<file path="src/rtl/osiris_pkg.sv">
`default_nettype none
// ============================================================================
// Module      : osiris_pkg
// Description : Shared types and constants for the IF-stage fetch controller.
//               fetch_state_t : fetch sequencer states
//               NOP_INSTR     : word presented to ID while no instruction is
//                               valid (addi x0, x0, 0)
//               BOOT_CNT_W    : width of the post-reset boot delay counter
// Revision    : 1.0 - initial release
// ============================================================================
package osiris_pkg;

    typedef enum logic [1:0] {
        BOOT  = 2'd0,
        FETCH = 2'd1,
        HOLD  = 2'd2
    } fetch_state_t;

    localparam logic [31:0] NOP_INSTR  = 32'h0000_0013;
    localparam int          BOOT_CNT_W = 4;

endpackage : osiris_pkg
`default_nettype wire

</file>
<file path="src/rtl/fetch_skid_buf.sv">
`default_nettype none
// ============================================================================
// Module      : fetch_skid_buf
// Description : Two-entry IF->ID buffer. The "out" entry drives ID directly;
//               the "skid" entry catches a word that returns while ID is
//               stalled on a full out entry. The skid always drains into the
//               out entry before a new word may land there, so ordering is
//               preserved.
// Ports       : clk           in   clock, rising edge
//               i_rst_IF      in   asynchronous active-high reset
//               i_push        in   store i_push_instr/i_push_pc this edge
//               i_push_instr  in   fetched instruction word
//               i_push_pc     in   address of the fetched word
//               i_pop         in   ID consumes the out entry this edge
//               i_flush       in   discard both entries (wins over push/pop)
//               o_out_valid   out  out entry holds a valid word
//               o_out_instr   out  out entry instruction
//               o_out_pc      out  out entry address
//               o_skid_valid  out  skid entry holds a valid word
// Revision    : 1.0 - initial release
// ============================================================================
module fetch_skid_buf
    import osiris_pkg::*;
#(
    parameter int DATA_WIDTH = 32
) (
    input  logic                  clk,
    input  logic                  i_rst_IF,
    input  logic                  i_push,
    input  logic [DATA_WIDTH-1:0] i_push_instr,
    input  logic [DATA_WIDTH-1:0] i_push_pc,
    input  logic                  i_pop,
    input  logic                  i_flush,
    output logic                  o_out_valid,
    output logic [DATA_WIDTH-1:0] o_out_instr,
    output logic [DATA_WIDTH-1:0] o_out_pc,
    output logic                  o_skid_valid
);

    logic                  r_out_valid;
    logic [DATA_WIDTH-1:0] r_out_instr;
    logic [DATA_WIDTH-1:0] r_out_pc;
    logic                  r_skid_valid;
    logic [DATA_WIDTH-1:0] r_skid_instr;
    logic [DATA_WIDTH-1:0] r_skid_pc;

    // The out slot can take a new word when it is empty or being consumed.
    logic w_out_free;
    assign w_out_free = !r_out_valid || i_pop;

    always_ff @(posedge clk or posedge i_rst_IF) begin
        if (i_rst_IF) begin
            r_out_valid  <= 1'b0;
            r_out_instr  <= DATA_WIDTH'(NOP_INSTR);
            r_out_pc     <= '0;
            r_skid_valid <= 1'b0;
            r_skid_instr <= DATA_WIDTH'(NOP_INSTR);
            r_skid_pc    <= '0;
        end else if (i_flush) begin
            // Data registers keep their contents; only the valid flags matter.
            r_out_valid  <= 1'b0;
            r_skid_valid <= 1'b0;
        end else if (w_out_free) begin
            if (r_skid_valid) begin
                // Oldest word (skid) advances; a simultaneous arrival
                // takes its place in the skid.
                r_out_valid  <= 1'b1;
                r_out_instr  <= r_skid_instr;
                r_out_pc     <= r_skid_pc;
                r_skid_valid <= i_push;
                if (i_push) begin
                    r_skid_instr <= i_push_instr;
                    r_skid_pc    <= i_push_pc;
                end
            end else if (i_push) begin
                r_out_valid <= 1'b1;
                r_out_instr <= i_push_instr;
                r_out_pc    <= i_push_pc;
            end else begin
                r_out_valid <= 1'b0;
            end
        end else if (i_push) begin
            // Out entry is held by a stalled ID: park the arrival.
            r_skid_valid <= 1'b1;
            r_skid_instr <= i_push_instr;
            r_skid_pc    <= i_push_pc;
        end
    end

    assign o_out_valid  = r_out_valid;
    assign o_out_instr  = r_out_instr;
    assign o_out_pc     = r_out_pc;
    assign o_skid_valid = r_skid_valid;

endmodule : fetch_skid_buf
`default_nettype wire

</file>
<file path="src/rtl/fetch_ctrl.sv">
`default_nettype none
// ============================================================================
// Module      : fetch_ctrl
// Description : IF-stage sequencer. Controls the PC register (enable, source,
//               redirect target), issues req/ack instruction-memory fetches
//               and hands fetched words to ID through fetch_skid_buf.
//               EX redirects arriving while a fetch is outstanding are held
//               until the ack; the stale response is then dropped.
// Ports       : clk                  in   clock, rising edge
//               i_rst_IF             in   asynchronous active-high reset
//               i_pc_IF              in   current PC from the PC register
//               o_en_IF              out  PC register load enable
//               o_pc_src_IF          out  0 = PC+4, 1 = o_pc_target_IF
//               o_pc_target_IF       out  word-aligned redirect target
//               o_imem_req           out  fetch request
//               o_imem_addr          out  fetch address, stable until ack
//               i_imem_ack           in   response valid
//               i_imem_rdata         in   instruction word (with ack)
//               i_redirect_EX        in   taken branch/jump pulse
//               i_redirect_target_EX in   redirect address
//               i_stall_ID           in   ID cannot consume this cycle
//               o_valid_ID           out  o_instr_ID/o_pc_ID valid
//               o_instr_ID           out  fetched instruction
//               o_pc_ID              out  address of o_instr_ID
// Revision    : 1.0 - initial release
// ============================================================================
module fetch_ctrl
    import osiris_pkg::*;
#(
    parameter int DATA_WIDTH = 32,
    parameter int BOOT_DELAY = 2
) (
    input  logic                  clk,
    input  logic                  i_rst_IF,
    input  logic [DATA_WIDTH-1:0] i_pc_IF,
    output logic                  o_en_IF,
    output logic                  o_pc_src_IF,
    output logic [DATA_WIDTH-1:0] o_pc_target_IF,
    output logic                  o_imem_req,
    output logic [DATA_WIDTH-1:0] o_imem_addr,
    input  logic                  i_imem_ack,
    input  logic [DATA_WIDTH-1:0] i_imem_rdata,
    input  logic                  i_redirect_EX,
    input  logic [DATA_WIDTH-1:0] i_redirect_target_EX,
    input  logic                  i_stall_ID,
    output logic                  o_valid_ID,
    output logic [DATA_WIDTH-1:0] o_instr_ID,
    output logic [DATA_WIDTH-1:0] o_pc_ID
);

    // ------------------------------------------------------------------
    // Registered state
    // ------------------------------------------------------------------
    fetch_state_t          r_state;
    logic [BOOT_CNT_W-1:0] r_boot_cnt;
    logic                  r_req;
    logic [DATA_WIDTH-1:0] r_addr;
    logic                  r_pend;
    logic [DATA_WIDTH-1:0] r_pend_target;

    // ------------------------------------------------------------------
    // Buffer interface
    // ------------------------------------------------------------------
    logic                  w_out_valid;
    logic                  w_skid_valid;
    logic                  w_push;
    logic                  w_pop;
    logic                  w_flush;

    // ------------------------------------------------------------------
    // PC control
    // ------------------------------------------------------------------
    logic                  w_ack;
    logic [DATA_WIDTH-1:0] w_redir_tgt;
    logic                  w_en;
    logic                  w_src;
    logic [DATA_WIDTH-1:0] w_target;
    logic [DATA_WIDTH-1:0] w_next_pc;
    logic                  w_to_skid;
    logic                  w_issue_ok;

    localparam logic [BOOT_CNT_W-1:0] c_boot_last = BOOT_CNT_W'(BOOT_DELAY - 1);

    // An ack with no request outstanding carries nothing for us.
    assign w_ack       = i_imem_ack && r_req;
    assign w_redir_tgt = i_redirect_target_EX & ~DATA_WIDTH'(3);

    assign w_pop   = w_out_valid && !i_stall_ID;
    assign w_flush = i_redirect_EX;

    // PC register control. The PC may only move when no fetch is in flight
    // (idle) or on the cycle the in-flight fetch completes; otherwise the
    // outstanding address would stop matching the PC. A live redirect beats
    // a held one, and a held one beats a plain sequential advance; in both
    // redirect cases the returning word is stale and is not pushed.
    always_comb begin
        w_en     = 1'b0;
        w_src    = 1'b0;
        w_target = '0;
        w_push   = 1'b0;
        if (r_state != BOOT && (!r_req || w_ack)) begin
            if (i_redirect_EX) begin
                w_en     = 1'b1;
                w_src    = 1'b1;
                w_target = w_redir_tgt;
            end else if (r_pend) begin
                w_en     = 1'b1;
                w_src    = 1'b1;
                w_target = r_pend_target;
            end else if (w_ack) begin
                w_en   = 1'b1;
                w_push = 1'b1;
            end
        end
    end

    // Value the PC register will hold after this edge; a request started
    // at this edge must use it, not the pre-edge i_pc_IF.
    assign w_next_pc = !w_en ? i_pc_IF
                     : (w_src ? w_target : i_pc_IF + DATA_WIDTH'(4));

    // Arrival lands in the skid when the out entry is full and held.
    assign w_to_skid = w_push && w_out_valid && i_stall_ID;

    // A new request is allowed only when its response is guaranteed a slot:
    // skid empty and the out entry free or draining. A redirect empties
    // both entries at this edge, so it always leaves room.
    assign w_issue_ok = (r_state == FETCH) &&
                        (i_redirect_EX || (!w_skid_valid && (!w_out_valid || !i_stall_ID)));

    // ------------------------------------------------------------------
    // Sequencer: state, boot counter, request and redirect latch
    // ------------------------------------------------------------------
    always_ff @(posedge clk or posedge i_rst_IF) begin
        if (i_rst_IF) begin
            r_state       <= BOOT;
            r_boot_cnt    <= '0;
            r_req         <= 1'b0;
            r_addr        <= '0;
            r_pend        <= 1'b0;
            r_pend_target <= '0;
        end else begin
            case (r_state)
                BOOT: begin
                    if (r_boot_cnt == c_boot_last) begin
                        r_state <= FETCH;
                    end else begin
                        r_boot_cnt <= r_boot_cnt + BOOT_CNT_W'(1);
                    end
                end
                FETCH: begin
                    if (w_to_skid) begin
                        r_state <= HOLD;
                    end
                end
                HOLD: begin
                    // Releasing the stall drains skid into out at this edge.
                    if (i_redirect_EX || !i_stall_ID) begin
                        r_state <= FETCH;
                    end
                end
                default: r_state <= BOOT;
            endcase

            // Redirects that cannot be applied yet (boot, or fetch in flight)
            // are held; the newest one overwrites any older one. Whenever the
            // PC is free to move the held redirect is consumed above.
            if (r_state == BOOT || (r_req && !w_ack)) begin
                if (i_redirect_EX) begin
                    r_pend        <= 1'b1;
                    r_pend_target <= w_redir_tgt;
                end
            end else begin
                r_pend <= 1'b0;
            end

            // Request: held with a frozen address until acked, then either
            // re-issued back-to-back or dropped.
            if (r_state == BOOT) begin
                r_req <= 1'b0;
            end else if (r_req && !w_ack) begin
                r_req <= 1'b1;
            end else if (w_issue_ok) begin
                r_req  <= 1'b1;
                r_addr <= w_next_pc;
            end else begin
                r_req <= 1'b0;
            end
        end
    end

    // ------------------------------------------------------------------
    // Out + skid buffer
    // ------------------------------------------------------------------
    fetch_skid_buf #(
        .DATA_WIDTH (DATA_WIDTH)
    ) u_skid_buf (
        .clk          (clk),
        .i_rst_IF     (i_rst_IF),
        .i_push       (w_push),
        .i_push_instr (i_imem_rdata),
        .i_push_pc    (r_addr),
        .i_pop        (w_pop),
        .i_flush      (w_flush),
        .o_out_valid  (w_out_valid),
        .o_out_instr  (o_instr_ID),
        .o_out_pc     (o_pc_ID),
        .o_skid_valid (w_skid_valid)
    );

    assign o_valid_ID     = w_out_valid;
    assign o_en_IF        = w_en;
    assign o_pc_src_IF    = w_src;
    assign o_pc_target_IF = w_target;
    assign o_imem_req     = r_req;
    assign o_imem_addr    = r_addr;

endmodule : fetch_ctrl
`default_nettype wire

</file>
<file path="config.mk">
export PLATFORM = sky130hd
export DESIGN_NAME = fetch_ctrl
export DESIGN_NICKNAME = d
export VERILOG_FILES = /design/src/rtl/osiris_pkg.sv /design/src/rtl/fetch_skid_buf.sv /design/src/rtl/fetch_ctrl.sv
export SDC_FILE = /design/constraint.sdc
export NUM_CORES = 1
export LEC_CHECK = 0
export CORE_ASPECT_RATIO = 1.25
export CORE_MARGIN = 5
export CORE_UTILIZATION = 45
export CTS_CLUSTER_SIZE = 30
export DETAILED_ROUTE_END_ITERATION = 10
export PLACE_DENSITY = 0.73
export REMOVE_ABC_BUFFERS = 1
export SETUP_SLACK_MARGIN = 0.1
export SLEW_MARGIN = 20
export SYNTH_ARGS = -nofsm -noshare
export SYNTH_HDL_FRONTEND = slang
export SYNTH_HIERARCHICAL = 1
export SYNTH_SLANG_ARGS = --single-unit
export TNS_END_PERCENT = 10
</file>
<file path="constraint.sdc">
create_clock -name clk -period 6 [get_ports clk]
set_clock_uncertainty 0.2 [all_clocks]
set_input_delay 0.9 -clock clk [delete_from_list [all_inputs] [get_ports clk]]
set_output_delay 0.9 -clock clk [all_outputs]
set_load 0.05 [all_outputs]
</file>
==> run metrics, run 1 <==
vias in the first global route 7499; DR pass1 iterations 5; IO buf count 228; Initial Util 0.459; Tmin final 4.56 ns; CP startpoint kind input pin; final wirelength approximately 26000 um; Vias 7491; slowest stage delay, CP 0.87 ns; worst reg2reg path endpoint u_skid_buf/o_out_pc[20]; Fin. Hold Viols 0; worst hold path depth 1; Post-Syn Area 9910 sq um; required time of the critical path slightly below 5 ns; clk_lat worst skew approximately 0.42 ns; Placed Cells approximately 1300; CTS tree done; flop2flop setup slack approximately 2.7 ns; Sinks on Clock Net 200; CP dominant cell by count buf_4; Boundary Pins 233; post-detail-place hpwl 18200 um; die width 143 um; CTS Hold Bufs 0; Reg-to-Reg Start r_pend; Post-synth EDFFs 0; pwr dens 564 nW/um^2; CP Class input pin to output port; Post-route DRC 0; max_cap viols 0; slew margin rel. 0.302; largest net degree at the start of global routing 94; post-route cell area 12900 sq um; final core occ 0.597; total gr overflow 0; routability cong. 0.843; cell row count 60; clock root cell clkbuf_16; Slew @ Worst Pin 1.05 ns; post-route ant nets 0; Ys Warns 6; max-slew violations 0; post-CTS sizing 0; worst hold path class flop to flop; final setup fails 0; Seq/Total Area, Yosys 0.506; placed inst area 12300 sq um; Static Leak about 5.3 nW; Syn-to-layout area delta 30.2%; Fmax 219 MHz; crit-path max FO 49; leading register cell type out of synthesis dfrtp_1; TNS Setup 0 ns; Worst Path Buf+Inv 4; R2R depth 6; Vias per Instance between 5 and 6; Avg Cell Area, Syn 11.9 sq um; buffer count from post-CTS setup fixing 0; critical path's slowest cell clkdlybuf4s50_1; top cell family by delay on the critical path buffers and inverters; min-delay src r_boot_cnt[3]; Reg clk slew, reported paths 0.08 ns; peak supply drop 0.241 mV; crit-path cells buf_2 > buf_4 > nor2b_2 > buf_4 > a22oi_1 > nor2_1 > clkdlybuf4s50_1; H-Tree Depth 4; Global Route Usage Sum 0.211; status finished, final reports clean; antenna violations before repair 2; Clock Tree Buf Depth 2; die height about 180 um; Worst EP arrival 3.46 ns; post-synthesis cell count around 830; die area 25100 sq um; CORE AREA 21600 sq um; hold endpoint r_boot_cnt[3]; layout cell share with drive strength beyond 1 0.269; first-pass GRT wire length 42000 um; Finished Layout Cells between 1000 and 1500; drt wl/cell approximately 20 um; layout net count between 1000 and 1500; final clock period utilization by the worst path 0.760; DR iter-0 viols 464; RSZ-0062 raised after global routing false; CTS Buf Count 17; CP endpoint kind output port; #FFs+latches synth 200; Yosys cell types 69; asr flop ratio synth 1.00
-- registers in the layout, summed over array words and instances (netlist names) --
name / count
o_imem_addr: 32
o_imem_req: 1
r_boot_cnt: 4
r_pend: 1
r_pend_target: 30
r_state: 2
u_skid_buf/o_out_instr: 32
u_skid_buf/o_out_pc: 32
u_skid_buf/o_out_valid: 1
u_skid_buf/o_skid_valid: 1
u_skid_buf/r_skid_instr: 32
u_skid_buf/r_skid_pc: 32
-- where the power goes --
group | internal, mW | total (mW) | switching, mW
sequential | 2.00 | 2.41 | 0.414
combinational | 1.44 | 3.74 | 2.30
clock | 0.588 | 1.12 | 0.535
-- worst max-delay path by stage --
| stage | start | endpoint | depth (start not counted) |
|---|---|---|---|
| 4_1_cts | i_imem_ack | o_pc_target_IF[11] | 5 |
| 5_1_grt | i_redirect_EX | o_pc_target_IF[28] | 7 |
| 2_1_floorplan | i_rst_IF | u_skid_buf/o_out_instr[10] | 1 |
| 3_3_place_gp | i_imem_ack | o_pc_target_IF[11] | 5 |
| 6_report | i_redirect_EX | o_pc_target_IF[28] | 7 |
| 3_5_place_dp | i_imem_ack | o_pc_target_IF[11] | 5 |
-- synth_stat cells (3+ instances only) --
cell type	number	area (sq um)
mux2_2	217	2440
dfrtp_1	194	4850
nor2_1	63	236
nand2_1	45	169
a22oi_1	28	210
o21ai_0	28	140
a21oi_1	26	130
clkbuf_1	18	67.6
nand3_1	16	80.1
buf_2	13	65.1
inv_1	11	41.3
buf_4	10	75.1
nand4_1	10	62.6
nor3_1	9	45.0
nor4_1	9	56.3
a31oi_1	8	50.1
buf_6	8	90.1
o31ai_1	8	60.1
and3_1	6	37.5
buf_1	6	22.5
dfstp_2	6	158
nand2b_1	6	37.5
nor2b_1	6	37.5
o221ai_1	6	52.6
o21ai_1	4	20.0
a221oi_1	3	26.3
ha_1	3	37.5
mux2i_1	3	30.0
nand4b_1	3	26.3
o22ai_1	3	18.8
o311ai_1	3	26.3
o41ai_1	3	26.3
or3_1	3	18.8
xnor2_1	3	26.3
-- per-stage QoR --
step / hold slack, ns / setup slack [ns] / total power, mW
after floorplan: 0.246 / 1.44 / 4.87
after global placement: 0.260 / 1.25 / 6.12
after detailed placement: 0.264 / 1.23 / 6.20
after CTS: 0.279 / 1.23 / 7.35
after global routing: 0.306 / 1.35 / 7.67
final: 0.282 / 1.44 / 7.27
-- cell usage in the layout (no fill, tap or decap), types with 4 or more instances in the layout --
cell type / synthesis / routed
a22oi_1: 28 / 28
dfstp_2: 6 / 6
buf_4: 10 / 11
nand2b_1: 6 / 6
o21ai_1: 4 / 4
clkbuf_16: 0 / 17
dfrtp_1: 194 / 193
nand2_1: 45 / 44
a21oi_1: 26 / 26
clkdlybuf4s50_1: 0 / 227
nand4_1: 10 / 10
inv_1: 11 / 9
clkinv_4: 0 / 4
o31ai_1: 8 / 8
nor2_1: 63 / 63
mux2_2: 217 / 217
and3_1: 6 / 6
nor2b_1: 6 / 5
nand3_1: 16 / 16
inv_8: 0 / 4
o221ai_1: 6 / 6
nor3_1: 9 / 9
a31oi_1: 8 / 8
o21ai_0: 28 / 28
nor4_1: 9 / 9
-- worst register-to-register path: stages, from the launching register on --
cell,delay [ns]
dfrtp_1,0.48
or2_4,0.32
nor4_4,0.70
nor2_1,0.15
nor3_4,0.15
buf_4,0.70
mux2_2,0.52
-- routing by layer --
metal,part of all wire,track usage,vias to the layer above
met5,0,0,-
li1,-,-,3486
met1,0.41,0.274,3721
met4,0.023,0.0864,0
met3,0.061,0.0409,33
met2,0.50,0.344,251
-- logic make-up (layout without fill, tap and decap cells) --
kind of cell,after synthesis,in the layout,share of synthesized area
DFF,200,200,0.506
muxes,221,221,0.251
other,1,5,0.000378
xor gates and xnor gates,5,5,0.00442
adders and majority gates,3,3,0.00379
buffers and inverters,67,283,0.0369
AOI/OAI and AO/OA,143,143,0.0974
and+or+nand+nor,194,194,0.101
-- cell type report --
type,instances,area [sq um]
Fill cell,1869,8710
Sequential cell,200,5020
Multi-Input combinational cell,568,4550
Timing Repair Buffer,239,2360
Clock buffer,19,433
Tap cell,279,349
Clock inverter,13,139
Inverter,12,50.0
Antenna cell,3,7.51
Power figures use the tool's default switching activity.
==> inputs of run 2 (changes only) <==
clock period = 4.35 ns   (was 6 ns; I/O delays follow)
==> run 2 against run 1 <==
  * Register-to-register slack worse by 1.2 ns
  * Largest power group unchanged
  * Final cell count grew 0.53%
  * Die area did not move
==> run metrics, run 2 (same netlist as run 1, synthesis figures left out) <==
CTS Buf Count 17; Placed Cells approximately 1300; Static Leak around 5.4 nW; Sw Ratio 0.447; Clock Tree Buf Depth 2; post-route ant nets 0; Syn-to-layout area delta 31.7%; power consumption 10.1 mW; Slew @ Worst Pin 1.04 ns; post-CTS sizing 0; total gr overflow 0; net switching power 4.51 mW; CP Class flop to output port; CP endpoint kind output port; pwr dens 773 nW/um^2; max-slew violations 0; TNS Setup 0 ns; P_int between 5 and 6 mW; CP startpoint kind flop; Fillers approximately 1800; max_cap viols 0; Vias 7435; combinational power share 0.521; crit-path cells nor2b_2 > buf_4 > a22oi_1 > nor2_1 > buf_12; final core occ 0.604; buffer count from post-CTS setup fixing 0; Boundary Pins 233; slowest stage delay, CP 0.60 ns; cell row count 60; post-detail-place hpwl 18900 um; clock root cell clkbuf_16; die area about 25000 sq um; smallest hold slack ~0.29 ns; Clk pwr share 0.149; first-pass GRT wire length 41900 um; Fmax roughly 290 MHz; layout net count 1149; Initial Util 0.459; Post-route DRC 0; antenna violations before repair 3; CORE AREA 21600 sq um; Reg area 5020 sq um; status finished, final reports clean; DR pass1 iterations 6; DR iter-0 viols 538; die width ~140 um; Placement Setup Slack 0.946 ns; Global Route Usage Sum 0.209; Worst Path Buf+Inv 2; top cell family by delay on the critical path simple AND/OR/NAND/NOR gates; largest net degree at the start of global routing 84; routability cong. 0.899; worst hold path class flop to flop; crit-path max FO 19; setup ws final 0.956 ns; peak supply drop about 0.38 mV; RSZ-0062 raised after global routing false; required time of the critical path 3.50 ns; clk_lat worst skew 0.43 ns; drt wl/cell 19.8 um; CTS Hold Bufs 0; sequential share of power 0.330; Reg clk slew, reported paths 0.08 ns; IO buf count 228; commonest non-fill, non-tap cells in the layout 217 x mux2_2, 195 x clkdlybuf4s50_1, 193 x dfrtp_1; H-Tree Depth 4; commonest non-fill, non-tap cell in the layout mux2_2; slew margin rel. 0.307; Fin. Hold Viols 0; Sinks on Clock Net 200; final wirelength 26500 um; Worst EP arrival 2.54 ns; critical path's slowest cell nor2b_2; post-route cell area 13100 sq um; die height 176 um; CTS tree done; final clock period utilization by the worst path 0.780; Tmin final 3.39 ns; final setup fails 0; Finished Layout Cells between 1000 and 1500; area occupied by multi-input gates 4550 sq um; layout cell share with drive strength beyond 1 0.304; vias in the first global route ~7500; placed inst area 12500 sq um; Vias per Instance 5.55
-- run 2: changes by cell type in the layout (fill, tap and decap cells not counted), sizes merged --
cell           before  now
buf                12   51
bufinv              1    0
clkdlybuf4s50     227  195
clkinv              6    4
clkinvlp            2    5
-- run 2: cell type report --
cell class                 instances  area share
antenna                            3    0.000575
multi-input combinational        568       0.348
inverter                          12     0.00383
clock buffer                      19      0.0339
tap                              279      0.0267
timing repair buffer             246       0.194
clock inverter                    13     0.00853
sequential                       200       0.384
-- run 2: final timing paths --
path	startpoint	to	slack [ns]	depth (start not counted)
setup / recovery	r_pend	o_pc_target_IF[28]	0.96	5
hold / removal	r_boot_cnt[3]	r_boot_cnt[3]	0.29	1
setup reg to reg	r_pend	u_skid_buf/o_out_pc[17]	1.51	6
hold reg to reg	r_boot_cnt[3]	r_boot_cnt[3]	0.29	1
max in group asynchronous	i_rst_IF	u_skid_buf/r_skid_pc[9]	2.57	3
min in group asynchronous	i_rst_IF	o_imem_addr[5]	0.42	2
-- run 2: power groups by stage --
stage | registers, mW | clock network [mW] | logic [mW]
final | 3.33 | 1.51 | 5.26
after CTS | 3.34 | 1.54 | 5.29
after detailed placement | 3.37 | 0 | 5.28
after floorplan | 4.78 | 0 | 1.93
after global routing | 3.46 | 1.62 | 5.53
after global placement | 3.32 | 0 | 5.22
-- run 2: routing by layer --
metal	GRT usage	share of wire	vias to the layer above
met5	0	0	-
met4	0.0670	0.022	0
met3	0.0480	0.061	36
met2	0.348	0.50	238
met1	0.271	0.41	3683
li1	-	-	3478
==> variant 1: new RTL, settings of run 1 <==
The 3 states of `fetch_state_t` get a one-hot encoding in 3 bits.
--- a/src/rtl/osiris_pkg.sv
+++ b/src/rtl/osiris_pkg.sv
@@ -10,10 +10,10 @@
 // ============================================================================
 package osiris_pkg;
 
-    typedef enum logic [1:0] {
-        BOOT  = 2'd0,
-        FETCH = 2'd1,
-        HOLD  = 2'd2
+    typedef enum logic [2:0] {
+        BOOT  = 3'b001,
+        FETCH = 3'b010,
+        HOLD  = 3'b100
     } fetch_state_t;
 
     localparam logic [31:0] NOP_INSTR  = 32'h0000_0013;
Check against the original RTL: same outputs for any inputs over 4 cycles, from zero or initial values and one cycle with i_rst_IF high; so few cycles prove little.
==> variant 1 against run 1 <==
  * Combinational power decreased by 8.6%
  * Wire length increased by 4.3%
  * Power decreased by 2.4%
  * Sequential cell count increased by 1
  * Via count increased by 3.1%
  * Synthesized area increased by 1.9%
  * Critical path type unchanged
  * Synthesized cell count increased by 3.5%
  * Setup slack improved by 1.8 ps
  * Critical endpoint is now o_pc_target_IF[30]
  * Final cell count increased by 3.1%
  * Design area increased by 3.7%
  * Die area increased by 1.8%
  * First-iteration DRC count decreased by 20%
  * Maximum frequency about the same
==> variant 1: results (changes against run 1) <==
* Worst slew pin tran at 1030 ps (was 1050 ps)
* Mean routed wirelength per cell at 20.0 µm (was 19.7 µm)
* Pre-CTS WS at 1450 ps (was 1230 ps)
* Cts bufs inserted at 22 (was 17)
* Crit path largest cell delay at 830 ps (was 870 ps)
* P_int at 4.04 mW (was 4.02 mW)
* Layout Nets at 1178 (was 1142)
* Number of global-route vias before repair at 8047 (was 7499)
* Flop2flop setup slack at 2480 ps (was 2660 ps)
* Setup Buffers After CTS at 0 (unchanged)
* RR Startpoint: r_state[0] (was r_pend)
* Placed cells at 1333 (was 1298)
* Most used DFF post-synth: dfrtp_1 (unchanged)
* First-pass detailed-route iteration total at 5 (unchanged)
* Ys Warns at 6 (unchanged)
* DP Wirelength at 19.2 mm (was 18.2 mm)
* Biggest consumer: combinational cells (unchanged)
* Total track usage at 0.213 (was 0.211)
* Reg2Reg Depth at 7 (was 6)
* Port Buffers at 228 (unchanged)
* Maximum number of pins on one net before global-route repair at 72 (was 94)
* 1st-iter DRT viols at 370 (was 464)
* DR vias at 7725 (was 7491)
* Skew-Pair Late Insertion Delay at 500 ps (was 420 ps)
* Crit path max fanout at 27 (was 49)
* CP startpoint: i_imem_ack (was i_redirect_EX)
* Crit path DAT at 3460 ps (about the same)
* Static leakage at 5.73 nW (was 5.32 nW)
* Dpl cell area at 0.0125 mm² (was 0.0123 mm²)
* Ys async rst share at 1.00 (unchanged)
* Routability Congestion at 0.870 (was 0.843)
* Post-CTS resize count at 0 (unchanged)
* Outcome: completed (unchanged)
* First-pass GRT wire length at 43.6 mm (was 42.0 mm)
* Clk pin slew, worst setup/hold paths at 60 ps (was 80 ps)
* Crit-path leading delay family: buffers and inverters (unchanged)
* FMAX at 219 MHz (about the same)
* Post-synthesis sequential area ratio at 0.499 (was 0.506)
* Slowest cell on the critical path: clkdlybuf4s50_1 (unchanged)
* Clock power share at 0.214 (was 0.154)
* Initial antenna violation count at 1 (was 2)
* DR DRC count at 0 (unchanged)
* Peak VDD IR at 0.320 mV (was 0.241 mV)
* Top cells by area, synth: dfrtp_1 48%, mux2_2 24%, nand2_1 2.3%, nor2_1 2.2%, a22oi_1 2.0% (was dfrtp_1 49%, mux2_2 25%, nor2_1 2.4%, a22oi_1 2.1%, nand2_1 1.7%)
* Fin cells at 1374 (was 1333)
* Worst min path class: register to register (unchanged)
* CP Capture Point: o_pc_target_IF[30] (was o_pc_target_IF[28])
* Comb group at 3.42 mW (was 3.74 mW)
* Number of distinct library cells after synthesis at 72 (was 69)
* Overflow after GRT at 0 (unchanged)
* Bufs on Longest Clock Path at 3 (was 2)
* Most frequent cells after synthesis: 219 x mux2_2, 194 x dfrtp_1, 63 x nand2_1 (was 217 x mux2_2, 194 x dfrtp_1, 63 x nor2_1)
* Worst R2R End: u_skid_buf/r_skid_pc[18] (was u_skid_buf/o_out_pc[20])
* Share of cells above drive strength 1 at 0.282 (was 0.269)
* Root Buffer: clkbuf_16 (unchanged)
* Syn Area/Cell at 11.7 µm² (was 11.9 µm²)
* Pwr Total at 7.10 mW (was 7.27 mW)
* H-tree depth at 1 (was 4)
-- variant 1: cell count changes in the layout (fill, tap and decap cells not counted), sizes merged, moves of 7 or more --
cell and change:
and2 +10, clkbuf +10, o21ai -9, nor3 +7, nand4 +7, nand2 +21
-- variant 1: area by class of cell --
cell class | count | area, µm²
Multi-Input combinational cell | 595 | 4720
Sequential cell | 201 | 5040
Timing Repair Buffer | 240 | 2370
Antenna cell | 1 | 2.50
Tap cell | 283 | 354
Fill cell | 1846 | 8830
Inverter | 14 | 60.1
Clock inverter | 11 | 190
Clock buffer | 29 | 638
-- variant 1: per-layer routing --
layer,wire [µm],GRT usage,vias up
met4,661,0.0616,0
met2,13800,0.366,236
met5,0,0,-
met1,11100,0.270,3848
li1,-,-,3594
met3,1950,0.0434,47
-- variant 1: how the worst min path moves through the flow --
stage	start	to	slack (ps)	cells past startpoint
finish	r_boot_cnt[3]	r_boot_cnt[3]	280	1
global route	r_boot_cnt[3]	r_boot_cnt[3]	310	1
CTS	r_boot_cnt[3]	r_boot_cnt[3]	280	1
detailed placement	r_boot_cnt[3]	r_boot_cnt[3]	260	1
global placement	r_boot_cnt[3]	r_boot_cnt[3]	260	1
floorplan	r_boot_cnt[3]	r_boot_cnt[3]	250	1
-- variant 1: logic make-up (layout without fill, tap and decap cells) --
family	after synthesis	after routing	synth area share
adders and majority gates	3	3	0.00371
other	1	3	0.000371
AOI/OAI and AO/OA	139	139	0.0978
xor gates and xnor gates	6	6	0.00520
muxes	221	221	0.246
and+or+nand+nor	224	224	0.111
DFF	201	201	0.499
buffers and inverters	68	294	0.0376
-- variant 1: worst reg2reg max path, stage by stage (launching register included) --
cell	delay (ps)
dfstp_2	600
or3b_1	500
nand2_2	270
inv_2	190
nor2b_1	200
o21ai_4	300
buf_4	660
mux2_2	470
==> variant 2: new RTL, config.mk and constraints of run 1 <==
Made on the original files. `DATA_WIDTH` is set to 32 in 2 places; all go to 24.
--- a/src/rtl/fetch_skid_buf.sv
+++ b/src/rtl/fetch_skid_buf.sv
@@ -22,7 +22,7 @@
 module fetch_skid_buf
     import osiris_pkg::*;
 #(
-    parameter int DATA_WIDTH = 32
+    parameter int DATA_WIDTH = 24
 ) (
     input  logic                  clk,
     input  logic                  i_rst_IF,
--- a/src/rtl/fetch_ctrl.sv
+++ b/src/rtl/fetch_ctrl.sv
@@ -27,7 +27,7 @@
 module fetch_ctrl
     import osiris_pkg::*;
 #(
-    parameter int DATA_WIDTH = 32,
+    parameter int DATA_WIDTH = 24,
     parameter int BOOT_DELAY = 2
 ) (
     input  logic                  clk,
Ports: changed (7 resized); port bits go from 233 to 177. No check against the original RTL was run, so the function may have changed too.
==> variant 2 against run 1 <==
  * Register-to-register slack lost 260 ps
  * Power shrank 19%
  * Synthesized area shrank 23%
  * Sequential cell count shrank 48
  * Design area shrank 22%
  * Wire length shrank 25%
  * Setup slack lost 100 ps
  * Critical endpoint is now o_pc_target_IF[11]
==> variant 2: results (changes against run 1) <==
* Outcome: completed (unchanged)
* 1st-iter DRT viols at 364 (was 464)
* Fin cells at 1012 (was 1333)
* Flop2flop setup slack at 2400 ps (was 2660 ps)
* Multiplexer share of the synthesized area at 0.268 (was 0.251)
* Port Buffers at 172 (was 228)
* Number of distinct library cells after synthesis at 58 (was 69)
* Clk pin slew, worst setup/hold paths at 60 ps (was 80 ps)
* Hold Slack at 291 ps (was 282 ps)
* CP startpoint: i_imem_ack (was i_redirect_EX)
* Total track usage at 0.204 (was 0.211)
* Layout Nets at 859 (was 1142)
* XOR/XNOR Fraction of Synth Area at 0.0138 (was 0.00442)
* Mean routed wirelength per cell at 19.4 µm (was 19.7 µm)
* Crit path DAT at 3560 ps (was 3460 ps)
* Wl on met1 at 8.18 mm (was 10.8 mm)
* DP Wirelength at 14.1 mm (was 18.2 mm)
* Maximum number of pins on one net before global-route repair at 55 (was 94)
* Crit path max fanout at 26 (was 49)
* Rel. slew slack at 0.340 (was 0.302)
* Post-synthesis sequential area ratio at 0.502 (was 0.506)
* Grt met2 use at 0.361 (was 0.344)
* DR vias at 5527 (was 7491)
* Combinational Power Share at 0.471 (was 0.514)
* Grt met1 use at 0.248 (was 0.274)
* Number of global-route vias before repair at 5955 (was 7499)
* Static leakage at 4.28 nW (was 5.32 nW)
* Final Worst Setup Slack at 1340 ps (was 1440 ps)
* Register share of total power at 0.318 (was 0.331)
* Worst R2R End: u_skid_buf/o_out_pc[18] (was u_skid_buf/o_out_pc[20])
* Met3 wire len at 761 µm (was 1.60 mm)
* CP Capture Point: o_pc_target_IF[11] (was o_pc_target_IF[28])
* HP Start: r_boot_cnt[3] (unchanged)
* Root Buffer: clkbuf_16 (unchanged)
* Adder-cell share of the synthesized area at 0.00494 (was 0.00379)
* P_int at 3.47 mW (was 4.02 mW)
* Sequential power at 1.87 mW (was 2.41 mW)
* Most frequent cells after synthesis: 146 x dfrtp_1, 127 x mux2_2, 38 x nor2_1 (was 217 x mux2_2, 194 x dfrtp_1, 63 x nor2_1)
* Post-synthesis compound-gate area fraction at 0.0821 (was 0.0974)
* First-pass GRT wire length at 32.0 mm (was 42.0 mm)
* RR Startpoint: r_pend (unchanged)
* Syn Area/Cell at 12.2 µm² (was 11.9 µm²)
* Diode count at 0 (was 3)
* Routability Congestion at 0.891 (was 0.843)
* Top cells by area, synth: dfrtp_1 48%, mux2_2 19%, mux2_4 7.1%, dfstp_2 2.1%, nor2_1 1.9% (was dfrtp_1 49%, mux2_2 25%, nor2_1 2.4%, a22oi_1 2.1%, nand2_1 1.7%)
* Area growth, synth to finish at 33.3% (was 30.2%)
* M3 GR Usage at 0.0395 (was 0.0409)
* Initial antenna violation count at 0 (was 2)
* Crit path largest cell delay at 880 ps
* FILL cells at 1354 (was 1869)
* Met2 routed WL at 10.3 mm (was 13.3 mm)
* Share of cells above drive strength 1 at 0.275 (was 0.269)
[variant 2: changes by cell type after synthesis, moves of 7 or more]
cell | run 1 | this run
mux2_2 | 217 | 127
dfrtp_1 | 194 | 146
mux2_4 | 0 | 36
nor2_1 | 63 | 38
a22oi_1 | 28 | 9
nand2_1 | 45 | 33
o21ai_0 | 28 | 17
buf_4 | 10 | 2
nor4_1 | 9 | 1
a211oi_1 | 0 | 7
a221oi_1 | 3 | 10
o31ai_1 | 8 | 1
[variant 2: worst register-to-register path, cell delays in order (launching register included)]
cell	delay (ps)
dfrtp_1	610
or3_1	650
inv_1	630
nor2_1	160
nor3_4	140
buf_4	640
mux2_2	470
[variant 2: area by class of cell]
| type | count | area share |
|---|---|---|
| clock buffer | 23 | 0.0453 |
| multi-input combinational | 418 | 0.349 |
| sequential | 152 | 0.377 |
| inverter | 10 | 0.00396 |
| clock inverter | 9 | 0.0221 |
| timing repair buffer | 180 | 0.176 |
| tap | 220 | 0.0272 |
